[config.mk]
export PLATFORM = sky130hd
export DESIGN_NAME = lf_sff_scan_ctrl_flat
export DESIGN_NICKNAME = d
export VERILOG_FILES = /design/src/rtl/lf_sff_scan_ctrl_if.sv /design/src/rtl/lf_sff_scan_ctrl.sv /design/src/flat_wrapper.sv
export SDC_FILE = /design/constraint.sdc
export NUM_CORES = 1
export LEC_CHECK = 0
export BUFFER_PORTS_ARGS = -buffer_cell sky130_fd_sc_hd__buf_2
export CAP_MARGIN = 15
export CORE_MARGIN = 5
export CORE_UTILIZATION = 25
export DETAILED_ROUTE_END_ITERATION = 8
export SETUP_SLACK_MARGIN = 0.1
export SKIP_LAST_GASP = 1
export SLEW_MARGIN = 20
export SYNTH_ARGS = -nofsm -noshare
export SYNTH_HDL_FRONTEND = slang
export SYNTH_SLANG_ARGS = --single-unit
[constraint.sdc]
create_clock -name CLK -period 7.8 [get_ports CLK]
set_input_delay 0.78 -clock CLK [delete_from_list [all_inputs] [get_ports CLK]]
set_output_delay 0.78 -clock CLK [all_outputs]
set_load 0.02 [all_outputs]
[src/rtl/lf_sff_scan_ctrl_if.sv]
// rtl/lf_sff_scan_ctrl_if.sv - control, configuration and strobe bundle of the LF_SFF scan sequencer
interface lf_sff_scan_ctrl_if #(
    parameter int CNT_WIDTH  = 8,
    parameter int TIME_WIDTH = 8
);
    logic                  START;
    logic                  ABORT;
    logic                  HOLD;
    logic [CNT_WIDTH-1:0]  NUM_ROWS;
    logic [CNT_WIDTH-1:0]  NUM_COLS;
    logic [TIME_WIDTH-1:0] T_RESET;
    logic [TIME_WIDTH-1:0] T_SETTLE;
    logic [TIME_WIDTH-1:0] T_SAMPLE;
    logic                  RESET_ROW_CNT;
    logic                  RESET_COL_CNT;
    logic                  ROW_RESET;
    logic                  CLK_ROW;
    logic                  CLK_COL;
    logic                  ADC_SYNC;
    logic [CNT_WIDTH-1:0]  ROW_IDX;
    logic [CNT_WIDTH-1:0]  COL_IDX;
    logic                  BUSY;
    logic                  DONE;
    logic                  CFG_ERR;

    modport master (
        output START, ABORT, HOLD, NUM_ROWS, NUM_COLS, T_RESET, T_SETTLE, T_SAMPLE,
        input  RESET_ROW_CNT, RESET_COL_CNT, ROW_RESET, CLK_ROW, CLK_COL, ADC_SYNC,
        input  ROW_IDX, COL_IDX, BUSY, DONE, CFG_ERR
    );

    modport slave (
        input  START, ABORT, HOLD, NUM_ROWS, NUM_COLS, T_RESET, T_SETTLE, T_SAMPLE,
        output RESET_ROW_CNT, RESET_COL_CNT, ROW_RESET, CLK_ROW, CLK_COL, ADC_SYNC,
        output ROW_IDX, COL_IDX, BUSY, DONE, CFG_ERR
    );
endinterface

[src/rtl/lf_sff_scan_ctrl.sv]
// rtl/lf_sff_scan_ctrl.sv - parameterised raster-scan sequencer for LF_SFF pixel matrix readout
module lf_sff_scan_ctrl #(
    parameter int CNT_WIDTH  = 8,
    parameter int TIME_WIDTH = 8
) (
    input  logic               CLK,
    input  logic               RST_N,
    lf_sff_scan_ctrl_if.slave  bus
);
    localparam logic [3:0] S_IDLE    = 4'd0;
    localparam logic [3:0] S_CNT_RST = 4'd1;
    localparam logic [3:0] S_ROW_RST = 4'd2;
    localparam logic [3:0] S_SETTLE  = 4'd3;
    localparam logic [3:0] S_WAIT    = 4'd4;
    localparam logic [3:0] S_SAMPLE  = 4'd5;
    localparam logic [3:0] S_COL_HI  = 4'd6;
    localparam logic [3:0] S_COL_LO  = 4'd7;
    localparam logic [3:0] S_ROW_HI  = 4'd8;
    localparam logic [3:0] S_ROW_LO  = 4'd9;
    localparam logic [3:0] S_FIN     = 4'd10;

    logic [3:0]            state_q, state_d;
    logic [TIME_WIDTH-1:0] timer_q, timer_d;
    logic [CNT_WIDTH-1:0]  row_idx_q, row_idx_d, col_idx_q, col_idx_d;
    logic [CNT_WIDTH-1:0]  num_rows_q, num_rows_d, num_cols_q, num_cols_d;
    logic [TIME_WIDTH-1:0] t_reset_q, t_reset_d, t_settle_q, t_settle_d, t_sample_q, t_sample_d;
    logic rst_row_cnt_q, rst_row_cnt_d, rst_col_cnt_q, rst_col_cnt_d;
    logic row_reset_q, row_reset_d, clk_row_q, clk_row_d, clk_col_q, clk_col_d;
    logic adc_sync_q, adc_sync_d, busy_q, busy_d, done_q, done_d, cfg_err_q, cfg_err_d;
    logic go_sample;

    // A zero duration still occupies one cycle, so it loads the same value as one.
    function automatic logic [TIME_WIDTH-1:0] t_load(input logic [TIME_WIDTH-1:0] t);
        return (t == '0) ? '0 : t - TIME_WIDTH'(1);
    endfunction

    always_comb begin
        state_d    = state_q;
        timer_d    = timer_q;
        row_idx_d  = row_idx_q;
        col_idx_d  = col_idx_q;
        num_rows_d = num_rows_q;
        num_cols_d = num_cols_q;
        t_reset_d  = t_reset_q;
        t_settle_d = t_settle_q;
        t_sample_d = t_sample_q;
        cfg_err_d  = 1'b0;
        go_sample  = 1'b0;

        case (state_q)
            S_IDLE: begin
                if (bus.START && !bus.ABORT) begin
                    if (bus.NUM_ROWS == '0 || bus.NUM_COLS == '0) begin
                        cfg_err_d = 1'b1;
                    end else begin
                        num_rows_d = bus.NUM_ROWS;
                        num_cols_d = bus.NUM_COLS;
                        t_reset_d  = bus.T_RESET;
                        t_settle_d = bus.T_SETTLE;
                        t_sample_d = bus.T_SAMPLE;
                        state_d    = S_CNT_RST;
                        timer_d    = TIME_WIDTH'(1);
                    end
                end
            end
            S_CNT_RST: begin
                if (timer_q == '0) begin
                    state_d = S_ROW_RST;
                    timer_d = t_load(t_reset_q);
                end else begin
                    timer_d = timer_q - TIME_WIDTH'(1);
                end
            end
            S_ROW_RST: begin
                if (timer_q == '0) begin
                    state_d = S_SETTLE;
                    timer_d = t_load(t_settle_q);
                end else begin
                    timer_d = timer_q - TIME_WIDTH'(1);
                end
            end
            S_SETTLE: begin
                if (timer_q == '0) go_sample = 1'b1;
                else               timer_d = timer_q - TIME_WIDTH'(1);
            end
            S_WAIT: begin
                if (!bus.HOLD) begin
                    state_d = S_SAMPLE;
                    timer_d = t_load(t_sample_q);
                end
            end
            S_SAMPLE: begin
                if (timer_q != '0)                           timer_d = timer_q - TIME_WIDTH'(1);
                else if (col_idx_q < num_cols_q - CNT_WIDTH'(1)) state_d = S_COL_HI;
                else if (row_idx_q < num_rows_q - CNT_WIDTH'(1)) state_d = S_ROW_HI;
                else                                         state_d = S_FIN;
            end
            S_COL_HI: begin
                state_d   = S_COL_LO;
                col_idx_d = col_idx_q + CNT_WIDTH'(1);
            end
            S_COL_LO: go_sample = 1'b1;
            S_ROW_HI: begin
                state_d   = S_ROW_LO;
                row_idx_d = row_idx_q + CNT_WIDTH'(1);
                col_idx_d = '0;
            end
            S_ROW_LO: begin
                state_d = S_ROW_RST;
                timer_d = t_load(t_reset_q);
            end
            S_FIN:   state_d = S_IDLE;
            default: state_d = S_IDLE;
        endcase

        // HOLD is only looked at on the way into a sample; a running sample always completes.
        if (go_sample) begin
            if (bus.HOLD) begin
                state_d = S_WAIT;
            end else begin
                state_d = S_SAMPLE;
                timer_d = t_load(t_sample_q);
            end
        end

        if (bus.ABORT && state_q != S_IDLE) state_d = S_IDLE;
        if (state_d == S_IDLE) begin
            row_idx_d = '0;
            col_idx_d = '0;
        end

        // Strobes are decoded from the next state so every output is a flop aligned with its state.
        rst_row_cnt_d = (state_d == S_CNT_RST);
        rst_col_cnt_d = (state_d == S_CNT_RST) || (state_d == S_ROW_HI);
        row_reset_d   = (state_d == S_ROW_RST);
        clk_row_d     = (state_d == S_ROW_HI);
        clk_col_d     = (state_d == S_COL_HI);
        adc_sync_d    = (state_d == S_SAMPLE) && (state_q != S_SAMPLE);
        busy_d        = (state_d != S_IDLE) && (state_d != S_FIN);
        done_d        = (state_d == S_FIN);
    end

    always_ff @(posedge CLK or negedge RST_N) begin
        if (!RST_N) begin
            state_q       <= S_IDLE;
            timer_q       <= '0;
            row_idx_q     <= '0;
            col_idx_q     <= '0;
            num_rows_q    <= '0;
            num_cols_q    <= '0;
            t_reset_q     <= '0;
            t_settle_q    <= '0;
            t_sample_q    <= '0;
            rst_row_cnt_q <= 1'b0;
            rst_col_cnt_q <= 1'b0;
            row_reset_q   <= 1'b0;
            clk_row_q     <= 1'b0;
            clk_col_q     <= 1'b0;
            adc_sync_q    <= 1'b0;
            busy_q        <= 1'b0;
            done_q        <= 1'b0;
            cfg_err_q     <= 1'b0;
        end else begin
            state_q       <= state_d;
            timer_q       <= timer_d;
            row_idx_q     <= row_idx_d;
            col_idx_q     <= col_idx_d;
            num_rows_q    <= num_rows_d;
            num_cols_q    <= num_cols_d;
            t_reset_q     <= t_reset_d;
            t_settle_q    <= t_settle_d;
            t_sample_q    <= t_sample_d;
            rst_row_cnt_q <= rst_row_cnt_d;
            rst_col_cnt_q <= rst_col_cnt_d;
            row_reset_q   <= row_reset_d;
            clk_row_q     <= clk_row_d;
            clk_col_q     <= clk_col_d;
            adc_sync_q    <= adc_sync_d;
            busy_q        <= busy_d;
            done_q        <= done_d;
            cfg_err_q     <= cfg_err_d;
        end
    end

    assign bus.RESET_ROW_CNT = rst_row_cnt_q;
    assign bus.RESET_COL_CNT = rst_col_cnt_q;
    assign bus.ROW_RESET     = row_reset_q;
    assign bus.CLK_ROW       = clk_row_q;
    assign bus.CLK_COL       = clk_col_q;
    assign bus.ADC_SYNC      = adc_sync_q;
    assign bus.ROW_IDX       = row_idx_q;
    assign bus.COL_IDX       = col_idx_q;
    assign bus.BUSY          = busy_q;
    assign bus.DONE          = done_q;
    assign bus.CFG_ERR       = cfg_err_q;
endmodule
[src/flat_wrapper.sv]
// flat-port wrapper written by rule: the top's interface ports become plain ports
module lf_sff_scan_ctrl_flat 
#(
    parameter int CNT_WIDTH  = 8,
    parameter int TIME_WIDTH = 8
)
  (CLK, RST_N, bus_START, bus_ABORT, bus_HOLD, bus_NUM_ROWS, bus_NUM_COLS, bus_T_RESET, bus_T_SETTLE, bus_T_SAMPLE, bus_RESET_ROW_CNT, bus_RESET_COL_CNT, bus_ROW_RESET, bus_CLK_ROW, bus_CLK_COL, bus_ADC_SYNC, bus_ROW_IDX, bus_COL_IDX, bus_BUSY, bus_DONE, bus_CFG_ERR);
  lf_sff_scan_ctrl_if #(.CNT_WIDTH(CNT_WIDTH), .TIME_WIDTH(TIME_WIDTH)) bus_i ();
  input  logic CLK;
  input  logic RST_N;
  input wire logic [$bits(bus_i.START)-1:0] bus_START;
  input wire logic [$bits(bus_i.ABORT)-1:0] bus_ABORT;
  input wire logic [$bits(bus_i.HOLD)-1:0] bus_HOLD;
  input wire logic [$bits(bus_i.NUM_ROWS)-1:0] bus_NUM_ROWS;
  input wire logic [$bits(bus_i.NUM_COLS)-1:0] bus_NUM_COLS;
  input wire logic [$bits(bus_i.T_RESET)-1:0] bus_T_RESET;
  input wire logic [$bits(bus_i.T_SETTLE)-1:0] bus_T_SETTLE;
  input wire logic [$bits(bus_i.T_SAMPLE)-1:0] bus_T_SAMPLE;
  output wire logic [$bits(bus_i.RESET_ROW_CNT)-1:0] bus_RESET_ROW_CNT;
  output wire logic [$bits(bus_i.RESET_COL_CNT)-1:0] bus_RESET_COL_CNT;
  output wire logic [$bits(bus_i.ROW_RESET)-1:0] bus_ROW_RESET;
  output wire logic [$bits(bus_i.CLK_ROW)-1:0] bus_CLK_ROW;
  output wire logic [$bits(bus_i.CLK_COL)-1:0] bus_CLK_COL;
  output wire logic [$bits(bus_i.ADC_SYNC)-1:0] bus_ADC_SYNC;
  output wire logic [$bits(bus_i.ROW_IDX)-1:0] bus_ROW_IDX;
  output wire logic [$bits(bus_i.COL_IDX)-1:0] bus_COL_IDX;
  output wire logic [$bits(bus_i.BUSY)-1:0] bus_BUSY;
  output wire logic [$bits(bus_i.DONE)-1:0] bus_DONE;
  output wire logic [$bits(bus_i.CFG_ERR)-1:0] bus_CFG_ERR;
  assign bus_i.START = bus_START;
  assign bus_i.ABORT = bus_ABORT;
  assign bus_i.HOLD = bus_HOLD;
  assign bus_i.NUM_ROWS = bus_NUM_ROWS;
  assign bus_i.NUM_COLS = bus_NUM_COLS;
  assign bus_i.T_RESET = bus_T_RESET;
  assign bus_i.T_SETTLE = bus_T_SETTLE;
  assign bus_i.T_SAMPLE = bus_T_SAMPLE;
  assign bus_RESET_ROW_CNT = bus_i.RESET_ROW_CNT;
  assign bus_RESET_COL_CNT = bus_i.RESET_COL_CNT;
  assign bus_ROW_RESET = bus_i.ROW_RESET;
  assign bus_CLK_ROW = bus_i.CLK_ROW;
  assign bus_CLK_COL = bus_i.CLK_COL;
  assign bus_ADC_SYNC = bus_i.ADC_SYNC;
  assign bus_ROW_IDX = bus_i.ROW_IDX;
  assign bus_COL_IDX = bus_i.COL_IDX;
  assign bus_BUSY = bus_i.BUSY;
  assign bus_DONE = bus_i.DONE;
  assign bus_CFG_ERR = bus_i.CFG_ERR;
  lf_sff_scan_ctrl #(.CNT_WIDTH(CNT_WIDTH), .TIME_WIDTH(TIME_WIDTH)) u_core (.CLK(CLK), .RST_N(RST_N), .bus(bus_i));
endmodule
Yosys cells after proc, flatten, opt, wreduce, memory -nomap -nowiden
Cells that the tools add are included.

word-level totals
  word-level logic and storage cells = 102
  flip-flop bits (word level) = 77
  output and inout port bits = 25

operators by class
  magnitude comparators = 2
  bitwise logic cells = 1
  eq/ne operators = 17
  multiplexer cells = 34
  add/subtract/negate cells = 8
  reductions and logical operators = 22

operator list
  cell                                                                      number
  8-bit two-way mux                                                         15
  8-bit one-hot mux with 7 select lines                                     1
  8-bit logical NOT                                                         6
  8-bit by 1-bit subtractor with 8-bit output (second input constant)       6
  4-bit two-way mux                                                         9
  4-bit one-hot mux with 9 select lines                                     1
  4-bit by 3-bit == test with 1-bit output (second input constant)          6
  8-bit by 1-bit adder with 8-bit output (second input constant)            2
  4-bit == test (second input constant)                                     4
  8-bit less-than comparator                                                2
  8-bit one-hot mux with 2 select lines                                     1
  4-bit by 2-bit == test with 1-bit output (second input constant)          3
  4-bit by 1-bit == test with 1-bit output (second input constant)          2
  4-bit logical NOT                                                         2
  4-bit nonzero test                                                        2
  8-bit nonzero test                                                        1
  1-bit two-way mux                                                         5
  1-bit logical AND                                                         4
  4-bit by 3-bit inequality test with 1-bit output (second input constant)  1
  4-bit inequality test (second input constant)                             1
  3-bit AND reduction                                                       1
  3-bit nonzero test                                                        1
  1-bit logical OR                                                          2
  2-bit two-way mux                                                         1
  other kinds (5)                                                           5

Longest topological paths before layout
Gate-level depths: netlist (run 1).

  word-level depth = 10
  mapped depth = 13
  gate-level depth less buffers = 12

Worst setup path after synthesis (run 1)
No wires, ideal clock.

  kind = reg2reg
  start point = register u_core.num_cols_q[3]
  end point = register u_core.col_idx_q[0], in the netlist u_core.bus.COL_IDX[0]
  slack = 4.680 ns
  arrival = 2.967 ns
  period minus slack after synthesis = 3.120 ns
  buffers on the path = 1
  stages on the path, launching flop included = 12
  cell sequence = dfrtp_1 or4_1 nor4_1 xnor2_1 ha_1 nand4_1 a221o_1 o211ai_1 a311oi_2 nor4_4 buf_6 nor3_2

between the ends
  cells in the longest elaborated chain, start to end = 9
  elaborated cells between the ends (all ways) = 10

ends and longest elaborated chain
  element                                                                          RTL line                 source
  start, declared                                                                  lf_sff_scan_ctrl.sv:25   logic [CNT_WIDTH-1:0] num_rows_q, num_rows_d, num_cols_q, num_cols_d;
  start signal, assigned                                                           lf_sff_scan_ctrl.sv:169  num_cols_q <= num_cols_d;
  8-bit by 1-bit subtractor with 8-bit output *                                    lf_sff_scan_ctrl.sv:94   else if (col_idx_q < num_cols_q - CNT_WIDTH'(1)) state_d = S_COL_HI;
  8-bit less-than comparator *                                                     lf_sff_scan_ctrl.sv:94
  4-bit two-way mux *                                                              lf_sff_scan_ctrl.sv:94
  4-bit two-way mux *                                                              lf_sff_scan_ctrl.sv:93   if (timer_q != '0) timer_d = timer_q - TIME_WIDTH'(1);
  4-bit one-hot mux with 9 select lines *                                          lf_sff_scan_ctrl.sv:50   case (state_q)
  4-bit two-way mux *                                                              lf_sff_scan_ctrl.sv:117  if (go_sample) begin
  4-bit two-way mux *                                                              lf_sff_scan_ctrl.sv:126  if (bus.ABORT && state_q != S_IDLE) state_d = S_IDLE;
  via u_core.state_d[1]                                                            lf_sff_scan_ctrl.sv:22   logic [3:0] state_q, state_d;
  4-bit logical NOT *                                                              lf_sff_scan_ctrl.sv:127  if (state_d == S_IDLE) begin
  3-bit nonzero test (no source line) / 8-bit two-way mux (equally long branches)  --
  end signal, assigned                                                             lf_sff_scan_ctrl.sv:167  col_idx_q <= col_idx_d;
  end, declared                                                                    lf_sff_scan_ctrl.sv:24   logic [CNT_WIDTH-1:0] row_idx_q, row_idx_d, col_idx_q, col_idx_d;

The timed path passes the listed nets; every way through them passes the cells marked *.
A chain may end at the register's enable or synchronous reset.

Worst setup path after layout (run 1)
  start point = register u_core.num_rows_q[3]
  end point = register u_core.col_idx_q[5], in the netlist u_core.bus.COL_IDX[5]

between the ends
  cells in the longest elaborated chain, start to end = 10
  elaborated cells between the ends (all ways) = 11

ends and longest elaborated chain
  element                                                                          RTL line                 source
  start, declared                                                                  lf_sff_scan_ctrl.sv:25
  start signal, assigned                                                           lf_sff_scan_ctrl.sv:168  num_rows_q <= num_rows_d;
  8-bit by 1-bit subtractor with 8-bit output *                                    lf_sff_scan_ctrl.sv:95   else if (row_idx_q < num_rows_q - CNT_WIDTH'(1)) state_d = S_ROW_HI;
  8-bit less-than comparator *                                                     lf_sff_scan_ctrl.sv:95
  2-bit two-way mux *                                                              lf_sff_scan_ctrl.sv:95
  4-bit two-way mux *                                                              lf_sff_scan_ctrl.sv:94
  4-bit two-way mux *                                                              lf_sff_scan_ctrl.sv:93
  4-bit one-hot mux with 9 select lines *                                          lf_sff_scan_ctrl.sv:50
  4-bit two-way mux *                                                              lf_sff_scan_ctrl.sv:117
  4-bit two-way mux *                                                              lf_sff_scan_ctrl.sv:126
  via u_core.state_d[1]                                                            lf_sff_scan_ctrl.sv:22
  4-bit logical NOT *                                                              lf_sff_scan_ctrl.sv:127
  3-bit nonzero test (no source line) / 8-bit two-way mux (equally long branches)  --

Marked as above.

==> run_results.csv, run 1 <==
group,metric,value,unit
timing,period_minus_slack,3.611,ns
yosys,synth-simple-area-share,19.77,%
clock_tree,post_cts_buffers,0,
die,rows,51,
yosys,ys.flop_type,"dfrtp_1",
detailed_routing,vias,3856,
clock_tree,htree_levels,3,
pwr,p_clk_share,23.6,%
critical_path,reg2reg_depth,12,
placement,place_inst,803,
critical_path,end_kind,"flop",
clock_tree,cts-resized-gates,0,
pwr,p_sw_share,37.91,%
clock_tree,clock_latency,0.34,ns
pwr,power.share.combinational,40.0,%
detailed_routing,drtIter0Drc,171,
final_layout,drive_above_1_share,27.26,%
critical_path,path_class,"reg2reg",
global_route,overflow,0,
timing,fin_crit_sh,46.29,%
yosys,synth_edf_count,0,
detailed_routing,wire_per_inst,14.90,um
clock_tree,clk_pin_slew,0.06,ns
run,max_cap_violations,0,
pwr,powerDensity,327.3,nW/um2
pwr,switchingPower,0.7214,mW
global_route,first_global_vias,3973,
final_layout,layout_commonest_cell,"dfrtp_1",
timing,whs,0.3783,ns
yosys,synthArstFlopShare,100.0,%
global_route,antenna_found_initial,0,
critical_path,worst-r2r-setup-slack,4.19,ns
final_layout,final_cell_mix,"dfrtp_1 (77), buf_2 (68), mux2_2 (40)",
global_route,grt_max_degree,45,
placement,gp_congestion,0.8751,
timing,timing.fmax,276.9,MHz
timing,tightest_slew,1.018,ns
pwr,p_leak,2.520,nW
yosys,synth-adder-area-share,6.437,%
final_layout,antenna_cells,0,
die,die_x,149.4,um
pwr,seqPwrFrac,36.4,%
clock_tree,cts_buffers,9,
yosys,synth-xor-area-share,7.389,%
detailed_routing,drtAntennaViolNets,0,
die,ios,70,
yosys,synthCells,483,
yosys,synth_top_family_by_area,"simple AND/OR/NAND/NOR gates",
pwr,internal_power,1.182,mW
timing,slew-limit-headroom,31.67,%
global_route,grt_use_total,11.50,%
die,core_area,19270,um2
critical_path,critPathRequiredTime,7.98,ns
min_path,hp-class,"in2async",
die,fp.dieH,149.4,um
final_layout,utilization,30.17,%
timing,setup_viol,0,
critical_path,cp.arrival,3.79,ns
yosys,synth_mux_area_share,10.30,%
yosys,synth.yosys.seq_area_share,39.65,%
detailed_routing,avgViaCountPerCell,4.708,
final_layout,nets,620,
clock_tree,cts-root-buf,"clkbuf_16",
clock_tree,cts_max_path_buffers,2,
detailed_routing,firstDrtPassIters,5,
global_route,grt_pass1_wl,20.37,mm
yosys,synth_compound_area_share,13.39,%
final_layout,finalNonFillerCells,819,
yosys,syn_nets,553,
clock_tree,tritoncts,"yes",
pwr,ir_drop,0.1909,mV
critical_path,critPathMaxFanout,11,
placement,dp_hpwl,9.353,mm
placement,io_buffers,69,
detailed_routing,wirelength,12.20,mm
yosys,synth_cell_types,69,
critical_path,startpoint_type,"flop",
yosys,avgSynthCellArea,10.06,um2
timing,hold_violations,0,
clock_tree,postCtsHoldBufs,0,
die,start_util,25.22,%
yosys,synth_area,4860,um2
yosys,synth_seq_cells,77,
die,dieArea,22330,um2
timing,final_max_slew_viol_count,0,
yosys,synth_warnings,0,
timing,clock-skew-final,0.007124,ns
final_layout,area_delta_synth_final,19.64,%
detailed_routing,route.detailed.drc,0,
timing,rsz0062_at_grt,"false",
clock_tree,clkSinkCount,77,
status,status,"completed",
timing,setup-tns-final,0,ns
==> final timing paths <==
| kind | to | from |
|---|---|---|
| setup / recovery | u_core.bus.COL_IDX[5] | u_core.num_rows_q[3] |
| hold / removal | u_core.t_sample_q[5] | RST_N |
| setup reg to reg | u_core.bus.COL_IDX[5] | u_core.num_rows_q[3] |
| hold reg to reg | u_core.num_rows_q[1] | u_core.num_rows_q[1] |
| max in group asynchronous | u_core.bus.ROW_IDX[6] | RST_N |
| min in group CLK | u_core.num_rows_q[1] | u_core.num_rows_q[1] |
==> area by class of cell <==
type | instances | area, um2
Tap cell | 265 | 331.6
Inverter | 20 | 75.07
Timing Repair Buffer | 73 | 381.6
Clock buffer | 11 | 242.7
Fill cell | 2039 | 13460
Multi-Input combinational cell | 369 | 2784
Sequential cell | 77 | 1927
Clock inverter | 4 | 72.57
==> power by group through the flow <==
stage          Clock, mW  Sequential, mW  Combinational (mW)
2_1_floorplan          0           0.661               0.605
6_report           0.448           0.693               0.761
4_1_cts            0.465           0.694               0.760
5_1_grt            0.481           0.723               0.862
3_3_place_gp           0           0.696               0.744
3_5_place_dp           0           0.700               0.754
==> Yosys cell counts (all sizes together), types with 4 or more instances <==
master  count  area, um2
mux2i       5      50.05
a31oi       6      58.80
a211oi      4      30.03
nor2       33      126.4
xnor2      20      175.2
nand2b      4      25.02
dfrtp      77       1927
or4         4      30.03
clkbuf     13      48.80
nor3       37      235.2
o31ai       4      30.03
o211ai      5      37.54
o221ai      4      35.03
nor2b       6      37.54
nand3       5      25.02
o21ai      14      70.07
buf         4      25.02
mux2       40      450.4
xor2       21      183.9
nor4       12      90.09
inv        20      75.07
ha         25      312.8
a21oi      19      95.09
and2        6      37.54
nand2      34      127.6
nand4      10      62.56
==> flip-flops by register name (all words and copies together) (netlist names) <==
signal,cells
u_core.bus.DONE,1
u_core.t_sample_q,8
u_core.bus.COL_IDX,8
u_core.bus.CFG_ERR,1
u_core.bus.CLK_ROW,1
u_core.num_cols_q,8
u_core.bus.BUSY,1
u_core.timer_q,8
u_core.t_settle_q,8
u_core.bus.CLK_COL,1
u_core.t_reset_q,8
u_core.num_rows_q,8
u_core.bus.ROW_IDX,8
u_core.bus.RESET_COL_CNT,1
u_core.bus.ROW_RESET,1
u_core.state_q,4
u_core.bus.RESET_ROW_CNT,1
u_core.bus.ADC_SYNC,1
==> logic make-up (layout without fill, tap and decap cells) <==
family	after synthesis	in the layout
AO/OA/AOI/OAI	87	87
flip-flops	77	77
XOR/XNOR	41	41
buffers and inverters	37	108
adder cells (fa/ha/maj)	25	25
AND/OR/NAND/NOR	171	171
multiplexers	45	45
==> worst max-delay path, stage by stage (launching register included) <==
cell	delay [ns]
dfrtp_1	0.41
nor2_1	0.17
nand3_1	0.11
nor2_1	0.13
xnor2_1	0.14
ha_1	0.27
a21o_1	0.16
a21o_1	0.17
a2111oi_0	0.71
a311oi_2	0.33
nor4_4	0.56
buf_6	0.24
nor3_2	0.06
==> metrics by stage <==
stage	area (um2)	power (mW)	setup WS, ns
finish	5814	1.903	4.189
global placement	5488	1.441	4.060
floorplan	4860	1.266	4.680
detailed placement	5488	1.455	3.890
CTS	5803	1.918	3.850
global route	5814	2.066	3.755
==> layer usage <==
metal / track usage (%) / wire (um)
met5: 0 / 0
met2: 18.42 / 5554
met1: 14.89 / 5792
met4: 3.753 / 203
met3: 3.452 / 652
(Power assumes the default switching activity.)
==> inputs of run 2 (changes only) <==
--- a/config.mk
+++ b/config.mk
@@ -5,6 +5,7 @@
 export SDC_FILE = /design/constraint.sdc
 export NUM_CORES = 1
 export LEC_CHECK = 0
+export ABC_AREA = 1
 export BUFFER_PORTS_ARGS = -buffer_cell sky130_fd_sc_hd__buf_2
 export CAP_MARGIN = 15
 export CORE_MARGIN = 5
==> constraint.sdc (replaced) <==
create_clock -name CLK -period 3.67 [get_ports CLK]
set_input_delay 0.367 -clock CLK [delete_from_list [all_inputs] [get_ports CLK]]
set_output_delay 0.367 -clock CLK [all_outputs]
set_load 0.02 [all_outputs]
==> run_results.csv, run 2 <==
group,metric,value,unit
detailed_routing,firstDrtPassIters,4,
final_layout,final_cell_mix,"nand2_1 (180), nor2_1 (78), dfrtp_1 (77)",
clock_tree,clkSinkCount,77,
critical_path,startpoint_type,"flop",
clock_tree,post_cts_buffers,0,
final_layout,antenna_cells,0,
yosys,synth_cell_types,40,
critical_path,critPathRequiredTime,3.94,ns
detailed_routing,avgViaCountPerCell,4.347,
final_layout,final_area,5971,um2
timing,clock-skew-final,0.008285,ns
placement,io_buffers,69,
die,rows,51,
global_route,first_global_vias,4311,
final_layout,finalNonFillerCells,1009,
final_layout,nets,809,
critical_path,cp_slowest_stage_delay,0.41,ns
detailed_routing,drtAntennaViolNets,0,
critical_path,cp.arrival,2.84,ns
die,core_area,19590,um2
status,status,"completed",
critical_path,reg2reg_depth,18,
die,start_util,25.49,%
timing,whs,0.05152,ns
final_layout,drive_above_1_share,18.15,%
timing,timing.fmax,389.7,MHz
placement,post_dp_cell_area,5645,um2
global_route,overflow,0,
pwr,powerDensity,733.7,nW/um2
run,max_cap_violations,0,
yosys,syn_nets,737,
timing,rsz0062_at_grt,"false",
pwr,p_leak,3.033,nW
yosys,synth_edf_count,0,
clock_tree,tritoncts,"yes",
timing,period_minus_slack,2.566,ns
placement,gp_congestion,0.8889,
detailed_routing,wirelength,12.74,mm
placement,dp_hpwl,9.993,mm
critical_path,path_class,"reg2reg",
yosys,synthArstFlopShare,100.0,%
die,fp.dieH,151.3,um
yosys,synth_common_cells,"nand2_1 (180), nor2_1 (78), dfrtp_1 (77)",
critical_path,worst_path_most_repeated_cell,"nand2_1",
yosys,synth_seq_cells,77,
yosys,synth_most_common_cell,"nand2_1",
min_path,hp-class,"in2async",
clock_tree,cts-resized-gates,0,
yosys,yosysTopAreaCell,"dfrtp_1",
critical_path,cp_slowest_cell,"dfrtp_1",
timing,slew-limit-headroom,52.69,%
timing,fin_crit_sh,69.92,%
clock_tree,htree_levels,3,
timing,final_max_slew_viol_count,0,
clock_tree,clk_pin_slew,0.07,ns
die,ios,70,
clock_tree,clock_latency,0.34,ns
yosys,ys_top_cells_by_area,"dfrtp_1 (39%), nand2_1 (14%), ha_1 (6.3%)",
detailed_routing,wire_per_inst,12.63,um
yosys,avgSynthCellArea,7.487,um2
global_route,grt_pass1_wl,21.51,mm
yosys,ys.flop_type,"dfrtp_1",
global_route,grt_max_degree,78,
critical_path,crit_chain,"nor2_1, nand4_1, nor3_1, xor2_1, ha_1, nand2_1, nor2_1, nor3_1, nand2_1, nand2_1, nand2_1, nand2_1, nand2_2, nand2_2, inv_2, nand2_4, nand2_4, nor2_2",
timing,hold_violations,0,
pwr,ir_drop,0.2914,mV
final_layout,area_delta_synth_final,19.57,%
final_layout,layout_commonest_cell,"nand2_1",
detailed_routing,drtIter0Drc,337,
clock_tree,postCtsHoldBufs,0,
yosys,synth_warnings,0,
critical_path,worst-r2r-setup-slack,1.10,ns
critical_path,reg2reg_to,"u_core.bus.COL_IDX[4]",
yosys,synthCells,667,
detailed_routing,vias,4386,
clock_tree,cts-root-buf,"clkbuf_16",
timing,setup-tns-final,0,ns
clock_tree,cts_buffers,9,
critical_path,crit-reg2reg-launch,"u_core.num_cols_q[2]",
critical_path,end_kind,"flop",
die,dieArea,22900,um2
yosys,yosysTopAreaCellShare,38.59,%
die,die_x,151.3,um
detailed_routing,route.detailed.drc,0,
final_layout,utilization,30.48,%
yosys,synth_area,4994,um2
yosys,synth.yosys.seq_area_share,38.59,%
clock_tree,cts_max_path_buffers,2,
global_route,antenna_found_initial,0,
global_route,grt_use_total,11.65,%
critical_path,critPathMaxFanout,8,
timing,tightest_slew,0.7096,ns
timing,setup_viol,0,
placement,place_inst,993,
[run 2: cell types whose count changed after synthesis, sizes merged, moves of 20 or more]
cell and change:
nand3 +23, nand2 +157, nor3 -20, nor2 +63, inv +65, o21ai +35
mux2 -40
[run 2: layout make-up]
cell class	count	area [um2]
clock buffer	9	225.2
clock inverter	7	96.34
fill	2132	13620
inverter	86	325.3
multi-input combinational	495	2694
sequential	77	1927
tap	265	331.6
timing repair buffer	70	371.6
[run 2: logic make-up (layout without fill, tap and decap cells)]
group	count (synthesis)	in the layout	synth area share [%]
adders and majority gates	25	25	6.264
buffers and inverters	95	172	7.467
muxes	1	1	0.2005
AOI/OAI and AO/OA	78	78	8.695
DFF	77	77	38.59
xor gates and xnor gates	36	36	6.314
and+or+nand+nor	355	355	32.47
[run 2: how the worst max path moves through the flow]
stage,startpoint,cells after the start,endpoint,slack [ns]
global placement,u_core.num_cols_q[0],18,u_core.bus.COL_IDX[3],1.17
finish,u_core.num_cols_q[2],18,u_core.bus.COL_IDX[4],1.10
CTS,u_core.num_cols_q[2],18,u_core.bus.COL_IDX[4],1.06
global route,u_core.num_cols_q[2],18,u_core.bus.COL_IDX[6],0.70
detailed placement,u_core.num_cols_q[2],18,u_core.bus.COL_IDX[6],1.09
floorplan,u_core.num_cols_q[0],17,u_core.bus.RESET_COL_CNT,1.36
[run 2: worst max-delay path, delay by kind of cell (launching register included)]
kind | cells | cell delay, ns
simple gates | 15 | 1.57
fa+ha+maj | 1 | 0.26
flops | 1 | 0.41
xor+xnor | 1 | 0.19
buf+inv | 1 | 0.06
[run 2: layer usage]
metal	part of all wire, %	global-route usage [%]	up-vias
li1	-	-	2275
met1	51	16.49	2025
met2	45	18.40	75
met3	3.2	1.556	11
met4	1.2	3.717	0
met5	0	0	-
[run 2: power by group]
group          leakage [nW]  internal (mW)  switching [mW]  total [mW]
registers             0.998           1.12           0.203        1.33
clock network         0.160          0.600           0.378       0.977
logic                  1.87          0.717            1.36        2.08
[run 2: through the flow]
step                power (mW)  setup WS (ns)
floorplan                2.918          1.359
global placement         3.391          1.167
detailed placement       3.416          1.093
CTS                      4.415          1.061
global route             4.788         0.6999
finish                   4.381          1.104
==> inputs of run 3 (changes only) <==
==> constraint.sdc (replaced) <==
create_clock -name CLK -period 2.3 [get_ports CLK]
set_input_delay 0.23 -clock CLK [delete_from_list [all_inputs] [get_ports CLK]]
set_output_delay 0.23 -clock CLK [all_outputs]
set_load 0.02 [all_outputs]
==> run_results.csv, run 3 (synthesis results as in run 2) <==
group,metric,value,unit
global_route,grt_max_degree,47,
detailed_routing,top_layer_used,"met4",
die,rows,51,
detailed_routing,dr_wl_met3,446,um
timing,final_max_slew_viol_count,0,
timing,timing.fmax,408.9,MHz
die,dieArea,22900,um2
detailed_routing,wirelength,13.42,mm
critical_path,worst_path_most_repeated_cell,"nand2_1",
critical_path,startpoint_type,"flop",
timing,finalWorstSetupSlack,-0.1457,ns
die,fp.dieH,151.3,um
timing,whs,0.09027,ns
detailed_routing,route.detailed.drc,0,
clock_tree,cts-root-buf,"clkbuf_16",
placement,post_dp_cell_area,5967,um2
critical_path,cp_slowest_stage_delay,0.39,ns
detailed_routing,firstDrtPassIters,4,
final_layout,layout_commonest_cell,"nand2_1",
critical_path,cp.arrival,2.73,ns
critical_path,end_kind,"flop",
placement,gp_congestion,0.8717,
final_layout,final_cell_mix,"nand2_1 (173), dfrtp_1 (77), nor2_1 (74)",
detailed_routing,wire_per_inst,12.73,um
critical_path,cp_slowest_cell,"dfrtp_1",
timing,period_minus_slack,2.446,ns
min_path,hold_path_depth,3,
placement,io_buffers,69,
timing,setup_viol,24,
die,start_util,25.49,%
detailed_routing,drtAntennaViolNets,0,
detailed_routing,drtIter0Drc,178,
clock_tree,tritoncts,"yes",
critical_path,reg2reg_depth,18,
die,ios,70,
timing,slew-limit-headroom,58.55,%
critical_path,crit_chain,"nor2_2, nand4_1, buf_4, xor2_1, ha_1, a21oi_1, nor2_1, nor3_4, nand2_2, nand2_1, nand2_1, nand2_1, nand2_2, nand2_4, inv_2, nand2_4, nand2_8, nor2_4",
min_path,hp-class,"in2reg",
timing,hold_violations,0,
die,die_x,151.3,um
global_route,grt_pass1_wl,22.31,mm
run,max_cap_violations,0,
final_layout,antenna_cells,0,
final_layout,nets,854,
die,core_area,19590,um2
timing,rsz0062_at_grt,"true",
global_route,antenna_found_initial,0,
pwr,p_leak,3.271,nW
detailed_routing,vias,4635,
timing,fin_crit_sh,106.3,%
placement,dp_hpwl,10.59,mm
clock_tree,clk_pin_slew,0.06,ns
global_route,grt_use_total,12.30,%
global_route,first_global_vias,4565,
critical_path,path_class,"reg2reg",
final_layout,final_area,6476,um2
critical_path,critPathRequiredTime,2.59,ns
clock_tree,cts_max_path_buffers,2,
detailed_routing,met1Wirelength,6.322,mm
pwr,powerDensity,1196,nW/um2
timing,clock-skew-final,0.008515,ns
detailed_routing,wl_met2,6.368,mm
status,violations,"negative setup slack",
status,status,"complete, but fails checks",
clock_tree,clkSinkCount,77,
pwr,ir_drop,0.5190,mV
clock_tree,cts_buffers,9,
final_layout,fill_cells,2140,
critical_path,critPathMaxFanout,8,
final_layout,utilization,33.06,%
clock_tree,clock_latency,0.35,ns
final_layout,drive_above_1_share,26.24,%
clock_tree,htree_levels,3,
final_layout,area_delta_synth_final,29.69,%
timing,tightest_slew,0.6217,ns
detailed_routing,avgViaCountPerCell,4.398,
global_route,overflow,0,
[run 3: cell count changes in the layout (fill, tap and decap cells not counted), moves of 6 or more]
cell,change
nor3_2,+6
nand2_1,-7
inv_1,-6
nor3_1,-8
buf_4,+41
inv_2,+6
[run 3: final cells by class]
type / count / area (um2) / share of cell area, %
Timing Repair Buffer: 115 / 732.0 / 11.30
Sequential cell: 77 / 1927 / 29.75
Inverter: 86 / 325.3 / 5.023
Tap cell: 265 / 331.6 / 5.120
Multi-Input combinational cell: 495 / 2835 / 43.78
Clock inverter: 6 / 86.33 / 1.333
Clock buffer: 10 / 239.0 / 3.690
[run 3: worst paths after layout]
check                                startpoint                     to  slack (ns)
min                             bus_T_SETTLE[6]   u_core.t_settle_q[6]        0.09
max reg2reg                u_core.num_cols_q[2]  u_core.bus.COL_IDX[7]       -0.15
max                        u_core.num_cols_q[2]  u_core.bus.COL_IDX[7]       -0.15
min reg2reg                u_core.num_rows_q[7]   u_core.num_rows_q[7]        0.50
min in group asynchronous                 RST_N   u_core.num_rows_q[1]        0.43
max in group asynchronous                 RST_N   u_core.t_sample_q[7]        1.21
[run 3: power by group]
part	leakage (nW)	internal, mW	switching [mW]
combinational	2.11	1.60	2.47
sequential	0.998	1.79	0.334
clock	0.158	0.977	0.570
total	3.27	4.37	3.37
[run 3: stage by stage]
step / setup TNS, ns / setup slack (ns) / cells / power, mW
2_1_floorplan: 0 / 0.05482 / 667 / 4.724
3_3_place_gp: -1.184 / -0.1043 / 1029 / 5.848
3_5_place_dp: -2.680 / -0.1933 / 1029 / 5.905
4_1_cts: -1.738 / -0.1110 / 1049 / 7.624
5_1_grt: -8.324 / -0.3757 / 1054 / 8.413
6_report: -2.366 / -0.1457 / 1054 / 7.745
[run 3: repair_timing]
item	CTS	global route
gates resized for setup	18	15
endpoints found under the hold margin	43	0
setup buffers	5	5
pin swaps	3	12
hold buffers	1	0
endpoints found under the setup margin	27	35
[run 3: routing by layer]
layer  vias to the layer above  global-route usage [%]
met5                         -                       0
li1                       2369                       -
met3                        21                   2.154
met4                         0                   4.850
met1                      2153                   16.41
met2                        92                   19.78
[run 3: critical path, delay by kind of cell, from the launching register on]
family                   cells  cell delay, ns
flip-flops                   1            0.39
AND/OR/NAND/NOR             13            1.19
AO/OA/AOI/OAI                1            0.14
buffers and inverters        2            0.21
adder cells (fa/ha/maj)      1            0.30
XOR/XNOR                     1            0.14
